[src/rtl/pipe_hazard_ctrl_v2.sv]
// Purpose: pipeline hazard / control unit for the 5-stage Y86-64 core (F/D/E/M/W).
// Latency: stage controls are combinational from stage state; mode, ret refill counter and perf counters are registered.
// Backpressure: m_busy_i freezes F/D/M/W and the ret countdown and masks all lower-priority hazards for that cycle.
//
// Ports:
//   clk_i, rst_i                 core clock, asynchronous active-high reset
//   D_icode_i, d_srcA_i/B_i      decode-stage icode and source registers
//   E_icode_i, E_dstM_i, e_Cnd_i execute-stage icode, load destination, branch outcome
//   M_icode_i, m_stat_i, m_busy_i memory-stage icode, status and data-memory wait
//   W_stat_i                     writeback-stage status
//   *_stall_o / *_bubble_o       per-stage hold / nop-insert controls
//   set_cc_o                     condition-code write enable
//   halted_o                     sticky halt indication
//   stall_cnt_o, bubble_cnt_o    saturating perf counters (F stall cycles, E bubble cycles)
module pipe_hazard_ctrl_v2 #(
    parameter int REG_W   = 4,
    parameter int ICODE_W = 4,
    parameter int STAT_W  = 3,
    parameter int RET_LAT = 3,
    parameter int CNT_W   = 16
) (
    input  logic               clk_i,
    input  logic               rst_i,
    input  logic [ICODE_W-1:0] D_icode_i,
    input  logic [REG_W-1:0]   d_srcA_i,
    input  logic [REG_W-1:0]   d_srcB_i,
    input  logic [ICODE_W-1:0] E_icode_i,
    input  logic [REG_W-1:0]   E_dstM_i,
    input  logic               e_Cnd_i,
    input  logic [ICODE_W-1:0] M_icode_i,
    input  logic [STAT_W-1:0]  m_stat_i,
    input  logic               m_busy_i,
    input  logic [STAT_W-1:0]  W_stat_i,
    output logic               F_stall_o,
    output logic               D_stall_o,
    output logic               D_bubble_o,
    output logic               E_bubble_o,
    output logic               M_stall_o,
    output logic               M_bubble_o,
    output logic               W_stall_o,
    output logic               set_cc_o,
    output logic               halted_o,
    output logic [CNT_W-1:0]   stall_cnt_o,
    output logic [CNT_W-1:0]   bubble_cnt_o
);

    // Y86-64 encodings (match define.v)
    localparam logic [ICODE_W-1:0] IMRMOVQ = ICODE_W'(5);
    localparam logic [ICODE_W-1:0] IOPQ    = ICODE_W'(6);
    localparam logic [ICODE_W-1:0] IJXX    = ICODE_W'(7);
    localparam logic [ICODE_W-1:0] IRET    = ICODE_W'(9);
    localparam logic [ICODE_W-1:0] IPOPQ   = ICODE_W'(11);
    localparam logic [REG_W-1:0]   RNONE   = {REG_W{1'b1}};
    localparam logic [STAT_W-1:0]  SADR    = STAT_W'(2);
    localparam logic [STAT_W-1:0]  SINS    = STAT_W'(3);
    localparam logic [STAT_W-1:0]  SHLT    = STAT_W'(4);
    localparam logic [3:0]         RET_LD  = 4'(RET_LAT);

    typedef enum logic [1:0] {
        ST_RUN    = 2'd0,
        ST_DRAIN  = 2'd1,
        ST_HALTED = 2'd2
    } state_t;

    state_t            state, state_nxt;
    logic [3:0]        ret_cnt;
    logic [CNT_W-1:0]  stall_cnt, bubble_cnt;

    logic exc_m, exc_w, lu, mp, rp;

    function automatic logic is_exc(input logic [STAT_W-1:0] s);
        return (s == SADR) || (s == SINS) || (s == SHLT);
    endfunction

    assign exc_m = is_exc(m_stat_i);
    assign exc_w = is_exc(W_stat_i);

    // Load/use: a load in E feeds a register that decode is reading now.
    assign lu = ((E_icode_i == IMRMOVQ) || (E_icode_i == IPOPQ)) &&
                (E_dstM_i != RNONE) &&
                ((E_dstM_i == d_srcA_i) || (E_dstM_i == d_srcB_i));
    assign mp = (E_icode_i == IJXX) && !e_Cnd_i;
    // A ret anywhere in D/E/M, or the refill delay after it left M, blocks fetch.
    assign rp = (D_icode_i == IRET) || (E_icode_i == IRET) ||
                (M_icode_i == IRET) || (ret_cnt != 4'd0);

    // Next mode
    always_comb begin
        state_nxt = state;
        unique case (state)
            ST_RUN: begin
                if (exc_w)                   state_nxt = ST_HALTED;
                else if (exc_m && !m_busy_i) state_nxt = ST_DRAIN;
            end
            ST_DRAIN: begin
                if (exc_w) state_nxt = ST_HALTED;
            end
            ST_HALTED: state_nxt = ST_HALTED;
            default:   state_nxt = ST_RUN;
        endcase
    end

    // Stage controls
    always_comb begin
        F_stall_o  = 1'b0;
        D_stall_o  = 1'b0;
        D_bubble_o = 1'b0;
        E_bubble_o = 1'b0;
        M_stall_o  = 1'b0;
        M_bubble_o = 1'b0;
        W_stall_o  = 1'b0;
        halted_o   = 1'b0;
        set_cc_o   = (E_icode_i == IOPQ) && (state == ST_RUN) &&
                     !exc_m && !exc_w && !m_busy_i;
        if (state == ST_HALTED) begin
            F_stall_o = 1'b1;
            D_stall_o = 1'b1;
            M_stall_o = 1'b1;
            W_stall_o = 1'b1;
            halted_o  = 1'b1;
        end else if (m_busy_i) begin
            // Whole pipe holds while memory is outstanding; nothing is squashed.
            F_stall_o = 1'b1;
            D_stall_o = 1'b1;
            M_stall_o = 1'b1;
            W_stall_o = 1'b1;
        end else begin
            F_stall_o  = lu || rp;
            D_stall_o  = lu;
            // Mispredict squash dominates; a ret only bubbles D when D isn't held for load/use.
            D_bubble_o = mp || (!lu && rp);
            E_bubble_o = mp || lu;
            M_bubble_o = exc_m || exc_w || (state == ST_DRAIN);
            W_stall_o  = exc_w;
        end
    end

    always_ff @(posedge clk_i or posedge rst_i) begin
        if (rst_i) begin
            state      <= ST_RUN;
            ret_cnt    <= 4'd0;
            stall_cnt  <= '0;
            bubble_cnt <= '0;
        end else begin
            state <= state_nxt;

            if (!m_busy_i) begin
                if (M_icode_i == IRET)     ret_cnt <= RET_LD;
                else if (ret_cnt != 4'd0)  ret_cnt <= ret_cnt - 4'd1;
            end

            if (F_stall_o && (state != ST_HALTED) && (stall_cnt != {CNT_W{1'b1}}))
                stall_cnt <= stall_cnt + CNT_W'(1);
            if (E_bubble_o && (bubble_cnt != {CNT_W{1'b1}}))
                bubble_cnt <= bubble_cnt + CNT_W'(1);
        end
    end

    assign stall_cnt_o  = stall_cnt;
    assign bubble_cnt_o = bubble_cnt;

endmodule

[config.mk]
export PLATFORM = sky130hd
export DESIGN_NAME = pipe_hazard_ctrl_v2
export DESIGN_NICKNAME = d
export VERILOG_FILES = /design/src/rtl/pipe_hazard_ctrl_v2.sv
export SDC_FILE = /design/constraint.sdc
export NUM_CORES = 1
export LEC_CHECK = 0
export ABC_AREA = 1
export BUFFER_PORTS_ARGS = -buffer_cell sky130_fd_sc_hd__buf_2
export CORE_MARGIN = 2
export CORE_UTILIZATION = 48
export CTS_CLUSTER_DIAMETER = 150
export CTS_CLUSTER_SIZE = 16
export DETAILED_ROUTE_END_ITERATION = 6
export PLACE_DENSITY = 0.84
export SLEW_MARGIN = 20
export SYNTH_ARGS = -nofsm -noshare
export SYNTH_HDL_FRONTEND = slang
export SYNTH_SLANG_ARGS = --single-unit
[constraint.sdc]
create_clock -name clk_i -period 1.5 [get_ports clk_i]
set_input_delay 0.225 -clock clk_i [delete_from_list [all_inputs] [get_ports clk_i]]
set_output_delay 0.225 -clock clk_i [all_outputs]
set_load 0.005 [all_outputs]
* After elaboration in Yosys (flattened, before gate mapping) *
Index checks and enable logic that the tools add are counted.
W data, S select, Z words.

cells by class
  equal/unequal tests = 23
  bitwise operators = 1
  add/subtract/negate cells = 3
  reduce and logical (&&, ||, !) cells = 36
  multiplexer cells = 21

operators with widths
  operator                 number
  $add A16 B1 Y16 const B  2
  $ne A16 B16 Y1 const B   2
  $eq A4 B4 Y1 const B     4
  $mux W1                  15
  $logic_or A1 B1 Y1       14
  $eq A3 B2 Y1 const B     4
  $eq A4 B3 Y1 const B     3
  $logic_and A1 B1 Y1      12
  $eq A4 B4 Y1             2
  $mux W4                  2
  $eq A3 B3 Y1 const B     2
  $mux W2                  3
  $pmux W2 S3              1
  $logic_not A1 Y1         5
  $ne A2 B2 Y1 const B     2
  $ne A4 B4 Y1 const B     1
  $reduce_and A2 Y1        2
  $reduce_bool A4 Y1       1
  $sub A4 B1 Y4 const B    1
  $ne A3 B3 Y1 const B     1
  $eq A2 B1 Y1 const B     1
  $eq A2 B2 Y1 const B     1
  $logic_not A2 Y1         1
  $reduce_bool A2 Y1       1
  $not A1 Y1               1

word-level totals
  flip-flop bits (word level) = 38
  output and inout port bits = 41
  logic and storage cells = 88
  input port bits = 34

* Depth between registers and ports, before layout *
  depth after elaboration = 9
  mapped depth = 12
  mapped depth without buffers = 11

* Least setup slack after synthesis *
No wires, ideal clock.

  kind = reg2reg
  start = reg bubble_cnt[0] (netlist: bubble_cnt_o[0])
  end = reg bubble_cnt[7] (netlist: bubble_cnt_o[7])
  data arrival time = 1.477 ns
  setup time = 0.117 ns
  required time = 1.383 ns
  period minus slack after synthesis = 1.594 ns
  stages on the path, launching flop included = 10
  slack = -0.094 ns
  path buffers = 1
  path through = dfrtp_1 -> ha_1 -> nand3_1 -> nor2_2 -> nand2_2 -> nor2_4 -> nand3_4 -> buf_2 -> nand3_1 -> nand2_1

between the ends
  longest elaborated chain between the ends = 2
  elaborated cells between the ends (all ways) = 3
  classes of those cells = 1 x add/sub; 1 x eq/ne; 1 x reduce/logical

RTL lines
  item                                                                     RTL line  RTL
  start, declared                                                          67        logic [CNT_W-1:0] stall_cnt, bubble_cnt;
  start signal, assigned                                                   155       bubble_cnt <= bubble_cnt + CNT_W'(1);
  parallel branches: the longest is 2 deep, another holds $add A16 B1 Y16  -

Several ways; the timed one is not identified.
A chain may end at the register's enable or synchronous reset.

* Worst setup path after layout *
  start = reg ret_cnt[1]
  end = out D_bubble_o

between the ends
  longest elaborated chain between the ends = 6

RTL lines
  item                    RTL line  RTL
  start, declared         66        logic [3:0] ret_cnt;
  start signal, assigned  149       else if (ret_cnt != 4'd0) ret_cnt <= ret_cnt - 4'd1;
  $reduce_bool A4 Y1      85        (M_icode_i == IRET) || (ret_cnt != 4'd0);
  $logic_or A1 B1 Y1      85
  $logic_and A1 B1 Y1     131       D_bubble_o = mp || (!lu && rp);
  $logic_or A1 B1 Y1      131
  $mux W1                 121       end else if (m_busy_i) begin
  $mux W1                 115       if (state == ST_HALTED) begin
  end, declared           36        output logic D_bubble_o,

Every way passes these cells.

==> metrics.txt <==
DRT Pass-1 Iters 5; # rows 27; Placed Instance Area 3650 um^2; largest net degree at the start of global routing 39; Crit Path Category register to output pin; Design Area, Final 4180 um^2; Yosys warnings 0; PwrDens 1020 nW/um^2; GRT Overall Usage 0.262; fraction of registers with async set/reset 1.00; Cell variety after synth 30; DRC viols 0; hold_buf cts 0; GRT Residual Overflow 0; CTS buffer count 5; via count 3413; Max FO, Critical Path 2; clk buf depth 2; Layout Utilization 0.760; actual transition at the worst max-transition pin 0.510 ns; crit-path max cell delay 0.39 ns; initial antenna violation count 0; sequential area share after synthesis 0.345; Clock transition at path regs 0.08 ns; cell count after synthesis 410; DRT iter0 DRCs 268; WL/cell 14.5 um; share of post-route cells with drive strength above 1 0.391; Die Width 79.7 um; Max Slew Vio Count 0; Clock Sinks 38; Initial Util 0.500; crit start category register; CORE AREA 5510 um^2; DR vias/cell 5.40; ANT cells 0; post-synth net total 452; Max-Cap Viols 0; RSZ-0062 raised after global routing yes; Worst Hold Class input port to async pin; CP top delay family flip-flops; Final Hold Violating Endpoints 0; Tmin final 1.77 ns; Die Y 79.7 um; pre-CTS WS -0.111 ns; Crit path required time 1.27 ns; Final #Nets 601; Layout Area Growth over Synthesis 52.0%; htree depth 2; final wirelength 9180 um; number of synthesized flops with an enable pin 0; first-pass GRT wire length 13300 um; CTS tree yes; clock skew 0.00800 ns; setup ws final -0.275 ns; gpl congestion 0.885; die area 6360 um^2; syn_area_per_cell 6.71 um^2; Slew HR 0.660; antenna viol nets, final 0; DP HPWL 5650 um; I/O Buffers 74; clock tree root driver cell clkbuf_8; status finished with violations; final setup fails 40; Final period util 1.18; I/O pin count 75; Max stage delay cell, worst path dfrtp_1; clock insertion delay at the later pin of the skew report 0.30 ns; critical path arrival 1.55 ns; crit end category output pin; Mapped Area 2750 um^2; Leak 2.23 nW; Top FF cell, synth dfrtp_1; vias in the first global route 3193; crit path cell chain inv_2 > ha_4 > nand3_4 > nor2_4 > nand2_2 > buf_4 > nand2_1 > nand2_1 > buf_2; Crit path buffers/inverters 3; Worst VDD drop 884 uV; most used cell along the critical path nand2_1; fmax 0.564 GHz; failing checks setup timing; Synth Register Bits 38
-- synth_stat cells (all sizes together) (3+ instances only) --
cell / instances / area (um^2)
nand2: 144 / 553
inv: 55 / 206
nand3: 43 / 233
nor2: 39 / 161
dfrtp: 38 / 951
nand4: 23 / 150
nor3: 10 / 60.1
o21ai: 10 / 50.1
xor2: 10 / 87.6
ha: 8 / 100
xnor2: 8 / 70.1
a21oi: 5 / 25.0
buf: 5 / 38.8
clkbuf: 3 / 11.3
clkinv: 3 / 11.3
nand3b: 3 / 22.5
-- report_power, final --
group | total (mW) | internal, mW | switching [mW]
clock network | 0.888 | 0.490 | 0.398
registers | 1.32 | 1.19 | 0.123
logic | 2.08 | 1.00 | 1.07
total | 4.28 | 2.69 | 1.60
-- kinds of logic (layout without fill, tap and decap cells) --
group,Yosys count,count (layout),synth area share
xor+xnor,18,18,0.0573
simple gates,263,263,0.431
buf+inv,66,216,0.0973
flops,38,38,0.345
compound gates,17,17,0.0327
fa+ha+maj,8,8,0.0364
-- per-layer routing --
| metal | vias up | track usage | wire length, um |
|---|---|---|---|
| met3 | 43 | 0.0554 | 514 |
| met5 | - | 0 | 0 |
| met2 | 142 | 0.484 | 4820 |
| met1 | 1621 | 0.299 | 3580 |
| li1 | 1607 | - | - |
| met4 | 0 | 0.0828 | 261 |
-- worst paths after layout --
kind                                   from  slack [ns]          endpoint  cells after the start
setup / recovery                 ret_cnt[1]       -0.27        D_bubble_o                      9
hold / removal                        rst_i        0.05  bubble_cnt_o[12]                      3
setup reg to reg            bubble_cnt_o[1]       -0.11   bubble_cnt_o[6]                      9
hold reg to reg            bubble_cnt_o[15]        0.56  bubble_cnt_o[15]                      2
max in group asynchronous             rst_i        1.09   stall_cnt_o[15]                      3
min in group clk_i                 m_busy_i        0.37        ret_cnt[0]                      3
-- final cells by class --
cell class | instances | area [um^2]
inverters | 58 | 218
flip-flops and latches | 38 | 951
clock buffers | 5 | 68.8
well taps | 72 | 90.1
clock inverters | 3 | 40.0
multi-input cells | 306 | 1820
repair buffers | 150 | 993
fillers | 359 | 1320
-- layout by cell type, fill, tap and decap left out, drive strengths merged --
| cell type | Yosys | layout |
|---|---|---|
| clkinv | 3 | 5 |
| nor2 | 39 | 39 |
| nor3 | 10 | 10 |
| o21ai | 10 | 10 |
| buf | 5 | 150 |
| xnor2 | 8 | 8 |
| nand3b | 3 | 3 |
| nor4 | 1 | 1 |
| o21a | 1 | 1 |
| dfrtp | 38 | 38 |
| bufinv | 0 | 1 |
| nand2 | 144 | 144 |
| a21oi | 5 | 5 |
| nand3 | 43 | 43 |
| ha | 8 | 8 |
| clkbuf | 3 | 5 |
| a21boi | 1 | 1 |
| nand4 | 23 | 23 |
| xor2 | 10 | 10 |
| inv | 55 | 55 |
-- stage by stage --
| step | total power [mW] | setup TNS, ns | hold WS, ns | instances |
|---|---|---|---|---|
| 2_1_floorplan | 2.14 | -0.910 | 0.417 | 410 |
| 3_3_place_gp | 2.85 | -0.427 | 0.383 | 610 |
| 3_5_place_dp | 2.94 | -2.11 | 0.381 | 610 |
| 4_1_cts | 4.04 | -2.46 | 0.0650 | 628 |
| 5_1_grt | 4.53 | -7.25 | 0.0974 | 632 |
| 6_report | 4.28 | -3.38 | 0.0484 | 632 |
-- sequential cells by signal, summed over array words and instances (netlist names) --
register	count
bubble_cnt_o	16
ret_cnt	4
stall_cnt_o	16
state	2
-- worst min-delay path, stage by stage --
cell and delay, ns:
buf_2 0.10, inv_1 0.05, buf_4 0.42
-- repair_timing --
item / CTS / global route
buffers inserted: 9 / 4
gates resized for setup: 31 / 45
endpoints found under the setup margin: 39 / 42
endpoints found under the hold margin: 0 / 0
pin swaps: 18 / 38
cloned: 1 / 0
Power figures use the tool's default switching activity.
